$ cat config.mk
export PLATFORM = sky130hd
export DESIGN_NAME = instr_loader
export DESIGN_NICKNAME = d
export VERILOG_FILES = /design/src/rtl/instr_loader.sv
export SDC_FILE = /design/constraint.sdc
export NUM_CORES = 1
export LEC_CHECK = 0
export BUFFER_PORTS_ARGS = -buffer_cell sky130_fd_sc_hd__buf_2
export CORE_ASPECT_RATIO = 0.6
export CORE_MARGIN = 3
export CORE_UTILIZATION = 57
export CTS_BUF_LIST = sky130_fd_sc_hd__clkbuf_4
export CTS_CLUSTER_DIAMETER = 80
export DETAILED_ROUTE_END_ITERATION = 8
export GPL_ROUTABILITY_DRIVEN = 0
export PLACE_DENSITY = 0.82
export SLEW_MARGIN = 10
export SYNTH_ARGS = -nofsm -noshare
export SYNTH_HDL_FRONTEND = slang
export SYNTH_SLANG_ARGS = --single-unit
$ cat constraint.sdc
create_clock -name clk -period 3.9 [get_ports clk]
set_input_delay 0.78 -clock clk [delete_from_list [all_inputs] [get_ports clk]]
set_output_delay 0.78 -clock clk [all_outputs]
set_load 0.01 [all_outputs]
$ cat src/rtl/instr_loader.sv
// Boot-time instruction-memory loader: packs a length-prefixed byte stream
// into 32-bit words, writes them to imem and holds the core in reset until
// the image is in.
// Ports: clk, rst (async, high); start; byte_in/byte_valid/byte_ready stream;
// mem_we/mem_addr/mem_wdata imem write port; cpu_rst, done, error status.
// Optional trailing XOR checksum byte: define INSTR_LOADER_CHECKSUM_EN.
module instr_loader #(
  parameter int          WIDTH      = 32,
  parameter int          ADDR_WIDTH = 8,
  parameter int unsigned BASE_ADDR  = 0
) (
  input  logic             clk,
  input  logic             rst,
  input  logic             start,
  input  logic [7:0]       byte_in,
  input  logic             byte_valid,
  output logic             byte_ready,
  output logic             mem_we,
  output logic [WIDTH-1:0] mem_addr,
  output logic [WIDTH-1:0] mem_wdata,
  output logic             cpu_rst,
  output logic             done,
  output logic             error
);

  localparam logic [WIDTH-1:0] BASE = WIDTH'(BASE_ADDR);
  localparam logic [16:0]      CAP  = 17'(1) << (ADDR_WIDTH - 2);

`ifdef INSTR_LOADER_CHECKSUM_EN
  typedef enum logic [2:0] {
    S_IDLE, S_LEN0, S_LEN1, S_DATA,
    S_WRITE, S_CSUM, S_DONE, S_ERR
  } state_t;
  localparam state_t S_FIN = S_CSUM;
`else
  typedef enum logic [2:0] {
    S_IDLE, S_LEN0, S_LEN1, S_DATA,
    S_WRITE, S_DONE, S_ERR
  } state_t;
  localparam state_t S_FIN = S_DONE;
`endif

  state_t           state_q, state_d;
  logic [WIDTH-1:0] addr_q, addr_d;
  logic [WIDTH-1:0] wdata_q, wdata_d;
  logic [15:0]      cnt_q, cnt_d;
  logic [1:0]       idx_q, idx_d;
  logic [7:0]       lenlo_q, lenlo_d;
  logic [15:0]      n_len;
  logic             xfer;
`ifdef INSTR_LOADER_CHECKSUM_EN
  logic [7:0]       acc_q, acc_d;
`endif

  always_ff @(posedge clk or posedge rst) begin
    if (rst) begin
      state_q <= S_IDLE;
      addr_q  <= BASE;
      wdata_q <= '0;
      cnt_q   <= '0;
      idx_q   <= '0;
      lenlo_q <= '0;
`ifdef INSTR_LOADER_CHECKSUM_EN
      acc_q   <= '0;
`endif
    end else begin
      state_q <= state_d;
      addr_q  <= addr_d;
      wdata_q <= wdata_d;
      cnt_q   <= cnt_d;
      idx_q   <= idx_d;
      lenlo_q <= lenlo_d;
`ifdef INSTR_LOADER_CHECKSUM_EN
      acc_q   <= acc_d;
`endif
    end
  end

  assign xfer  = byte_valid && byte_ready;
  assign n_len = {byte_in, lenlo_q};

  always_comb begin
    state_d = state_q;
    addr_d  = addr_q;
    wdata_d = wdata_q;
    cnt_d   = cnt_q;
    idx_d   = idx_q;
    lenlo_d = lenlo_q;
`ifdef INSTR_LOADER_CHECKSUM_EN
    acc_d   = acc_q;
`endif
    unique case (state_q)
      S_IDLE: begin
        addr_d = BASE;
        idx_d  = '0;
`ifdef INSTR_LOADER_CHECKSUM_EN
        acc_d  = '0;
`endif
        if (start) state_d = S_LEN0;
      end
      S_LEN0: begin
        if (xfer) begin
          lenlo_d = byte_in;
          state_d = S_LEN1;
        end
      end
      S_LEN1: begin
        if (xfer) begin
          cnt_d = n_len;
          if ({1'b0, n_len} > CAP)
            state_d = S_ERR;
          else if (n_len == 16'd0)
            state_d = S_FIN;
          else
            state_d = S_DATA;
        end
      end
      S_DATA: begin
        if (xfer) begin
          wdata_d[{idx_q, 3'b000} +: 8] = byte_in;
`ifdef INSTR_LOADER_CHECKSUM_EN
          acc_d = acc_q ^ byte_in;
`endif
          idx_d = idx_q + 2'd1;
          if (idx_q == 2'd3) state_d = S_WRITE;
        end
      end
      S_WRITE: begin
        addr_d = addr_q + WIDTH'(4);
        cnt_d  = cnt_q - 16'd1;
        idx_d  = '0;
        state_d = (cnt_q == 16'd1) ? S_FIN : S_DATA;
      end
`ifdef INSTR_LOADER_CHECKSUM_EN
      S_CSUM: begin
        if (xfer)
          state_d = (byte_in == acc_q) ? S_DONE : S_ERR;
      end
`endif
      S_DONE, S_ERR: begin
        if (start) begin
          state_d = S_LEN0;
          addr_d  = BASE;
          idx_d   = '0;
`ifdef INSTR_LOADER_CHECKSUM_EN
          acc_d   = '0;
`endif
        end
      end
      default: state_d = S_IDLE;
    endcase
  end

  // All status outputs decode from state only: no input-to-output paths.
`ifdef INSTR_LOADER_CHECKSUM_EN
  assign byte_ready = (state_q == S_LEN0) || (state_q == S_LEN1) ||
                      (state_q == S_DATA) || (state_q == S_CSUM);
`else
  assign byte_ready = (state_q == S_LEN0) || (state_q == S_LEN1) ||
                      (state_q == S_DATA);
`endif
  assign mem_we    = (state_q == S_WRITE);
  assign mem_addr  = addr_q;
  assign mem_wdata = wdata_q;
  assign cpu_rst   = (state_q != S_DONE);
  assign done      = (state_q == S_DONE);
  assign error     = (state_q == S_ERR);

endmodule

Yosys cells after proc, flatten, opt, wreduce, memory -nomap -nowiden
Cells that the tools add are included.

operators by class
  muxes and demuxes = 17
  reductions and logical operators = 17
  add/subtract/negate cells = 4
  equal/unequal tests = 15
  magnitude comparators = 1
  shift operators = 2

operator list
  kind                                                  count
  case mux 32 bit (3 select lines)                      1
  adder 32 x 3 -> 32 bit, second input constant         1
  bitwise mux 32 bit                                    1
  two-way mux 32 bit                                    1
  case mux 16 bit (2 select lines)                      1
  variable shift 8 x 7 -> 32 bit, first input constant  1
  variable part select 8 x 7 -> 32 bit                  1
  two-way mux 3 bit                                     8
  equality test 16 x 1 -> 1 bit, second input constant  1
  > comparator 16 x 7 -> 1 bit, second input constant   1
  logical NOT 16 bit                                    1
  two-way mux 16 bit                                    1
  subtractor 16 x 1 -> 16 bit, second input constant    1
  case mux 3 bit (5 select lines)                       1
  != test 2 bit, second input constant                  5
  equality test 3 bit, second input constant            3
  AND reduction 2 bit                                   4
  negation 5 -> 7 bit                                   1
  equality test 3 x 2 -> 1 bit, second input constant   2
  case mux 2 bit (3 select lines)                       1
  nonzero test 3 bit                                    2
  AND reduction 5 bit                                   1
  two-way mux 2 bit                                     2
  OR reduction 2 bit                                    2
  11 further kinds                                      12

word-level totals
  flip-flop bits (word level) = 93
  output and inout bits = 69
  bits of input ports = 12

Logic depth before layout (Yosys ltp)
  depth after elaboration = 6
  mapped depth = 8

Worst setup path after synthesis
Ideal clock, no wire load.

  path type = input to register
  from = input port byte_in[0]
  to = register state_q[0]
  path buffers = 0
  slack = 1.865 ns
  required time = 3.796 ns
  data arrival time = 1.931 ns
  stages = 4
  cells stage by stage = or4_1 nor4_2 a21oi_1 o311ai_1

between the ends
  longest elaborated chain between the ends = 4

ends and longest elaborated chain
  what                             RTL line  RTL
  start: declaration               15        input logic [7:0] byte_in,
  > comparator 16 x 7 -> 1 bit     110       if ({1'b0, n_len} > CAP)
  two-way mux 3 bit                110
  two-way mux 3 bit                108       if (xfer) begin
  case mux 3 bit (5 select lines)  92        unique case (state_q)
  end signal: assignment           67        state_q <= state_d;
  end: declaration                 43        state_t state_q, state_d;

No other way between the ends. The select of a mux whose other input is x is not followed.
A chain may end at the register's enable or synchronous reset.

Worst setup path after layout
  from = register state_q[0]
  to = output port mem_we

between the ends
  longest elaborated chain between the ends = 1

ends and longest elaborated chain
  what                 RTL line  RTL
  equality test 3 bit  162       assign mem_we = (state_q == S_WRITE);
  end: declaration     18        output logic mem_we,

No other way between the ends.

==> impl_metrics.py <==
metrics = {
    "synthesis": {
        "yosysTopAreaCell": "dfrtp_1",
        "synth.area.top_cells": "dfrtp_1, nand2_1, o21ai_0",
        "synthArstFlopShare_pct": 100,
        "synth-main-ff-cell": "dfrtp_1",
        "synth.yosys.seq_area_share_pct": 50.3,
        "yosysTopAreaCellShare_pct": 50.3,
        "synth.most_common_cell": "nand2_1",
        "synth.avg_cell_area_um2": 9.10,
        "synth_cells": 498,
        "yosys_warnings": 0,
        "ys_ff_latch": 91,
        "ys_types": 56,
        "netlist_top_cells_count": "nand2_1, dfrtp_1, nor2_1",
        "syn-cell-area_mm2": 0.00453,
        "synth_edf_count": 0,
    },
    "placed_design": {
        "numPortBuffers": 78,
        "dpl_cell_area_mm2": 0.00500,
        "hpwlAfterDp_um": 8110,
    },
    "power": {
        "combinationalPowerShare_pct": 34.8,
        "pwr-share-seq_pct": 45.6,
        "internal-power_uw": 1830,
        "p_leak_uw": 0.00247,
        "pwr-share-clk_pct": 19.6,
        "powerDensity_mw_per_mm2": 600,
        "p_sw_share_pct": 40.8,
        "vdd_drop_max_v": 0.000315,
        "power_uw": 3100,
        "switchingPower_uw": 1270,
    },
    "setup_path": {
        "endpoint": "mem_we",
        "rr_startpoint": "state_q[0]",
        "worstSetupPathType": "reg2out",
        "crit_start": "state_q[0]",
        "cp-start-kind": "flip-flop",
        "ff2ff_path_depth": 7,
        "cp_max_fo": 13,
        "r2r_end": "cnt_q[14]",
        "end_kind": "output port",
        "r2r_setup_slack_ns": 1.38,
        "cp.arrival_ns": 2.19,
        "required_ns": 3.12,
    },
    "floorplan": {
        "io_pins": 81,
        "die_w_um": 121,
        "core_area_mm2": 0.00748,
        "rows": 24,
        "die-area_mm2": 0.00909,
        "dieHeight_um": 75.1,
        "initial_utilization_pct": 60.6,
    },
    "clock_network": {
        "cts_setup_buffers": 0,
        "ctsHoldBuffers": 0,
        "clk_latency_ns": 0.46,
        "htreeDepth": 3,
        "cts_resized": 0,
        "numCtsBuffers": 9,
        "cts.sinks": 91,
        "cts_tree": "done",
        "clock_path_buffers": 2,
        "cts_root_buf": "clkbuf_4",
        "cts.reportedPaths.clkPinSlew_ns": 0.16,
    },
    "sta": {
        "relSlewSlack_pct": 36.0,
        "layout_min_cycle_time_ns": 2.97,
        "skew_ns": 0.0264,
        "slew_viol_final": 0,
        "setup_tns_ns": 0,
        "hold_viol": 0,
        "rsz0062_at_grt": "false",
        "setup_violations": 0,
        "timing.fmax_mhz": 337,
        "worst_pin_slew_ns": 0.952,
        "finalCritPeriodShare_pct": 76.1,
    },
    "global_route": {
        "antenna_found_initial": 0,
        "grt_max_degree": 35,
        "grt_pass1_vias": 3683,
        "grt_pass1_wl_um": 18500,
        "track_usage_pct": 26.0,
        "grt.overflow.total": 0,
    },
    "route": {
        "num_vias": 4026,
        "drt_wl_total_um": 11400,
        "vias_per_cell": 5.90,
        "first_pass_iters": 5,
        "drc_errors": 0,
        "ant_nets": 0,
        "wire_per_inst_um": 16.7,
        "drt-initial-drc-count": 292,
    },
    "worst_hold_path": {
        "hold_class": "in2async",
    },
    "flow_run": {
        "drv_cap": 0,
    },
    "layout": {
        "drive_above_1_share_pct": 19.7,
        "finalNetCount": 594,
        "antenna_cells": 0,
        "synthToLayoutAreaGrowth_pct": 14.0,
        "fin_area_mm2": 0.00516,
    },
    "status": {
        "status": "complete, no violations",
    },
}
==> stage by stage <==
step	setup slack [ns]	hold WS (ns)	utilization [%]	std cells
3_5_place_dp	1.34	0.466	66.9	666
2_1_floorplan	0.756	0.475	-	499
6_report	0.933	0.305	69.1	682
4_1_cts	0.959	0.311	69.1	682
3_3_place_gp	1.41	0.458	66.9	666
5_1_grt	0.807	0.317	69.1	682
==> logic make-up after synthesis <==
| kind of cell | after synthesis | share of synthesized area [%] |
|---|---|---|
| buf+inv | 37 | 3.40 |
| compound gates | 99 | 13.6 |
| other cells | 1 | 0.0828 |
| xor+xnor | 19 | 3.67 |
| mux | 11 | 2.68 |
| simple gates | 231 | 23.9 |
| fa+ha+maj | 9 | 2.49 |
| flops | 91 | 50.3 |
==> flip-flops by register name, indices dropped and copies added, names as in the netlist <==
name / cells
mem_wdata: 32
state_q: 3
mem_addr: 30
idx_q: 2
lenlo_q: 8
cnt_q: 16
==> power groups by stage <==
stage	combinational [uW]	clock, uW	sequential (uW)
final	1080	608	1410
after CTS	1070	617	1400
after global placement	1020	0	1410
after global routing	1200	660	1440
after floorplan	772	0	1370
after detailed placement	1060	0	1420
==> critical path, stage by stage (launching register included) <==
cell,delay [ns]
dfrtp_1,0.61
and2b_2,0.30
nand2b_1,0.40
inv_2,0.22
buf_2,0.20
==> layout make-up <==
type	instances	area [um^2]
fill	575	2310
sequential	91	2280
tap	104	130
multi-input combinational	371	2100
timing repair buffer	82	420
clock buffer	9	67.6
clock inverter	7	97.6
inverter	18	68.8
==> how the worst min path moves through the flow <==
stage	slack [ns]	cells past startpoint	startpoint	to
6_report	0.31	2	rst	mem_addr[28]
5_1_grt	0.32	2	rst	mem_wdata[9]
4_1_cts	0.31	2	rst	mem_wdata[9]
3_5_place_dp	0.47	2	mem_wdata[5]	mem_wdata[5]
3_3_place_gp	0.46	2	mem_wdata[22]	mem_wdata[22]
2_1_floorplan	0.47	2	lenlo_q[4]	cnt_q[4]
==> cell usage in the layout, fill, tap and decap left out, types with 3 or more instances in the layout <==
cell,netlist,routed
a21oi_1,16,16
a22o_1,3,3
a311oi_1,4,4
a31oi_1,4,4
and3_1,5,5
buf_2,3,78
buf_4,3,4
clkbuf_4,0,9
dfrtp_1,91,91
ha_1,9,9
inv_1,17,16
inv_6,0,3
mux2_2,9,9
nand2_1,101,101
nand2b_1,4,4
nand3_1,17,17
nand4_1,14,14
nor2_1,49,49
nor3_1,11,11
nor4_1,6,6
o211ai_1,4,4
o21ai_0,43,43
o31ai_1,5,5
or3_1,5,5
or4_1,5,5
xnor2_1,3,3
xor2_1,16,16
==> per-layer routing <==
layer	wire [um]	vias up	track usage, %
met5	0	-	0
met2	5030	161	37.5
met4	100	0	6.91
met3	830	13	7.66
li1	-	1893	-
met1	5400	1959	38.7
No activity file was read; power rests on OpenSTA's default activity.
